`config.mk`:
```
export PLATFORM = sky130hd
export DESIGN_NAME = seq_detect_111011011011
export DESIGN_NICKNAME = d
export VERILOG_FILES = /design/src/rtl/seq_detect_pkg.sv /design/src/rtl/seq_detect_111011011011.sv
export SDC_FILE = /design/constraint.sdc
export NUM_CORES = 1
export LEC_CHECK = 0
export CAP_MARGIN = 20
export CORE_AREA = 3 3 40 42
export DETAILED_ROUTE_END_ITERATION = 12
export DIE_AREA = 0 0 43 45
export HOLD_SLACK_MARGIN = 0.15
export SYNTH_ARGS = -nofsm -noshare
export SYNTH_HDL_FRONTEND = slang
export SYNTH_SLANG_ARGS = --single-unit
```
`constraint.sdc`:
```
create_clock -name clk -period 1.34 [get_ports clk]
set_input_delay 0.402 -clock clk [delete_from_list [all_inputs] [get_ports clk]]
set_output_delay 0.402 -clock clk [all_outputs]
set_load 0.01 [all_outputs]
```
`src/rtl/seq_detect_pkg.sv`:
```
// seq_detect_pkg: state encoding and pattern constants for the 111011011011 detector
package seq_detect_pkg;
  localparam int SEQ_LEN = 12;
  localparam logic [SEQ_LEN-1:0] SEQ_PATTERN = 12'b1110_1101_1011;
  typedef enum logic [3:0] {
    S0, S1, S2, S3, S4, S5, S6, S7, S8, S9, S10, S11, S12
  } state_t;
endpackage

```
`src/rtl/seq_detect_111011011011.sv`:
```
// seq_detect_111011011011: Moore detector pulsing det_o for each (overlapping) 1110_1101_1011
module seq_detect_111011011011
  import seq_detect_pkg::*;
(
  input  logic clk,
  input  logic reset,
  input  logic x_i,
  output logic det_o
);
  state_t state, nxt;
  // next state: Sk tracks the longest received suffix matching a pattern prefix
  always_comb begin
    nxt = S0;
    case (state)
      S0:      nxt = x_i ? S1  : S0;
      S1:      nxt = x_i ? S2  : S0;
      S2:      nxt = x_i ? S3  : S0;
      S3:      nxt = x_i ? S3  : S4;
      S4:      nxt = x_i ? S5  : S0;
      S5:      nxt = x_i ? S6  : S0;
      S6:      nxt = x_i ? S3  : S7;
      S7:      nxt = x_i ? S8  : S0;
      S8:      nxt = x_i ? S9  : S0;
      S9:      nxt = x_i ? S3  : S10;
      S10:     nxt = x_i ? S11 : S0;
      S11:     nxt = x_i ? S12 : S0;
      S12:     nxt = x_i ? S3  : S0;
      default: nxt = S0;
    endcase
  end
  // state register; reset wins over the incoming bit
  always_ff @(posedge clk) begin
    state <= reset ? S0 : nxt;
  end
  assign det_o = (state == S12);
endmodule

```
==> flow_summary_export.csv <==
group,metric,value,unit
cts,numCtsBuffers,3,
timing,hold_slack,0.6379,ns
route,post_drt_via_cell_ratio,4.831,
worst_hold_path,hp-class,"in2reg",
critical_path,worst_setup_path_start_kind,"flip-flop",
route,wl_per_cell,9.969,µm
timing,slew_violations,0,
critical_path,crit_type,"reg2out",
timing,max_freq,753.6,MHz
floorplan,ios,4,
critical_path,end_kind,"output port",
worst_hold_path,hold_depth,3,
synthesis,synth_most_common_cell,"nand2b_1",
synthesis,ys_top_cells_by_area,"dfxtp_1 27%, nand2b_1 10%, buf_8 5.0%",
global_route,grt_pass1_wl,1145,µm
route,first_pass_iters,4,
route,antenna_left,0,
cts,root_buffer,"clkbuf_4",
timing,worstMarginPinSlew,0.2057,ns
timing,setup_violations,0,
layout,layout.nets,55,
placement,place.gp.congestion,0.8442,
worst_hold_path,hold_start,"x_i",
cts,holdBufCountCts,0,
global_route,gr-usage-met2,10.18,%
global_route,track_usage,8.555,%
floorplan,start_util,23.27,%
synthesis,yosysWarnings,0,
route,drc,0,
synthesis,synthTopCellsByCount,"5 x nand2b_1, 4 x dfxtp_1, 4 x nor2_1",
route,postRouteWirelength,648,µm
synthesis,ys.flop_type,"dfxtp_1",
critical_path,reg2regPathDepth,5,
layout,n_antenna_cell,0,
global_route,use_met3,3.984,%
synthesis,synth-edff-count,0,
critical_path,cp_cell_sequence,"nand2b_4 > nor3_2 > buf_2",
cts,clkSlewWorstSetupHoldPaths,0.04,ns
cts,numClockSinks,4,
global_route,grt_pass1_vias,261,
timing,rsz0062_at_grt,"true",
floorplan,std_cell_rows,13,
timing,fin_crit_sh,99.03,%
critical_path,max_stage_delay,0.30,ns
worst_hold_path,holdPathEnd,"state[3]",
global_route,grt_max_degree,9,
placement,hpwlAfterDp,504.4,µm
power_and_ir_drop,power_density,876.8,mW/mm²
synthesis,synth_async_sr_flop_share,0,%
synthesis,yosysSeqAreaShare,26.78,%
floorplan,core_region_area,0.001285,mm²
power_and_ir_drop,fin_total_pwr,0.3521,mW
global_route,gr-total-overflow,0,
floorplan,die_y,45,µm
global_route,globalRouteMet1Util,10.77,%
synthesis,yosys.area.top_type,"dfxtp_1",
critical_path,arrival,0.93,ns
timing,slew_headroom,86.22,%
critical_path,r2r-start,"state[1]",
cts,worstSkewPairLatency,0.24,ns
global_route,antenna_found_initial,0,
timing,skew,0.003746,ns
synthesis,postSynthCellCount,39,
timing,min_period,1.327,ns
route,dr_total_vias,314,
synthesis,synth_top_area_share,26.78,%
timing,hold_violations,0,
synthesis,syn_nets,42,
timing,setup_tns,0,ns
global_route,grt_most_used_layer,"met1",
power_and_ir_drop,vdd_drop_max,0.3049,mV
run,max-cap-violations,0,
outcome,status,"finished clean",
floorplan,chipWidth,43,µm
cts,h-tree-depth,1,
layout,top_regs,"state: 4 flops",
layout,drive_gt1_share,36.00,%
critical_path,critPathMaxFanout,2,
layout,largest_register_ffs,4,
placement,port_buffers,3,
synthesis,synth.distinct_cells,22,
floorplan,fp.dieArea,0.001935,mm²
layout,regMostFlops,"state",
critical_path,cp.required,0.94,ns
critical_path,reg2reg_to,"state[1]",
cts,cts_buffer_depth,2,
layout,area_delta_synth_final,34.31,%
critical_path,reg2reg_slack,0.08,ns
power_and_ir_drop,power_leakage,0.1508,nW
synthesis,postSynthAreaPerCell,7.668,µm²
critical_path,crit_slowest_cell,"dfxtp_1",
synthesis,syn-cell-area,299.0,µm²
cts,cts_tree,"done",
layout,post-route-util,31.26,%
layout,nFillCells,141,
synthesis,synth-seq-cells,4,
route,drt_iter0_markers,4,
## power by group
group / total [mW] / switching, mW / leakage [nW] / internal (mW)
sequential: 0.130 / 0.00367 / 0.0332 / 0.126
combinational: 0.0681 / 0.0339 / 0.104 / 0.0341
clock: 0.154 / 0.0536 / 0.0138 / 0.100
total: 0.352 / 0.0912 / 0.151 / 0.261
## repair_timing
item | CTS | global route
gates resized for setup | 5 | 3
pin swaps | 0 | 1
setup buffers | 0 | 0
hold endpoints to repair | 0 | 0
endpoints found under the setup margin | 2 | 2
## layout make-up
type / count / area, µm² / share of cell area [%]
timing repair buffer: 10 / 76.32 / 19.00
tap: 15 / 18.77 / 4.673
clock buffer: 3 / 22.52 / 5.607
sequential: 4 / 81.33 / 20.25
multi-input combinational: 30 / 191.4 / 47.66
inverter: 3 / 11.26 / 2.804
## through the flow
| step | setup slack [ns] | instances | cell area [µm²] |
|---|---|---|---|
| after floorplan | 0.1479 | 39 | 299.0 |
| after global placement | -0.3752 | 62 | 371.6 |
| after detailed placement | -0.4004 | 62 | 371.6 |
| after CTS | -0.06810 | 65 | 387.9 |
| after global routing | -0.04578 | 65 | 401.6 |
| final | 0.01297 | 65 | 401.6 |
## layout by cell type, fill, tap and decap left out
cell	n
buf_4	7
nand2b_1	4
nor2_1	4
nand2_1	3
clkbuf_4	3
dfxtp_1	3
inv_2	2
nand3_1	2
a21oi_1	2
o21ai_0	2
or3_1	2
nand2b_4	1
nor3_2	1
nor2b_2	1
a311oi_1	1
mux2i_1	1
o22ai_1	1
xor2_1	1
a21boi_0	1
inv_1	1
a31oi_1	1
a31o_1	1
a21oi_2	1
clkdlybuf4s50_1	1
dlygate4sd2_1	1
buf_2	1
dfxtp_2	1
## cell families after synthesis
| family | count (synthesis) | synth area share, % |
|---|---|---|
| mux | 1 | 3.347 |
| buf+inv | 5 | 13.39 |
| simple gates | 18 | 31.38 |
| compound gates | 10 | 22.18 |
| flops | 4 | 26.78 |
| xor+xnor | 1 | 2.929 |
## how the worst max path moves through the flow
stage          startpoint  endpoint  slack [ns]  cells after the start
6_report         state[1]     det_o        0.01                      3
5_1_grt          state[1]     det_o       -0.05                      3
4_1_cts          state[1]     det_o       -0.07                      3
3_5_place_dp          x_i  state[1]       -0.40                      5
3_3_place_gp          x_i  state[1]       -0.38                      5
2_1_floorplan    state[2]  state[1]        0.15                      5
## metal layers
metal,share of wire [%],up-vias
met1,46,140
met5,0,-
met2,42,12
met4,5.6,0
li1,-,158
met3,6.2,4
## worst max-delay path, delay by kind of cell, from the launching register on
kind          cells  cell delay [ns]
simple gates      2             0.24
buf+inv           1             0.15
flops             1             0.30
No activity file was read; power rests on OpenSTA's default activity.
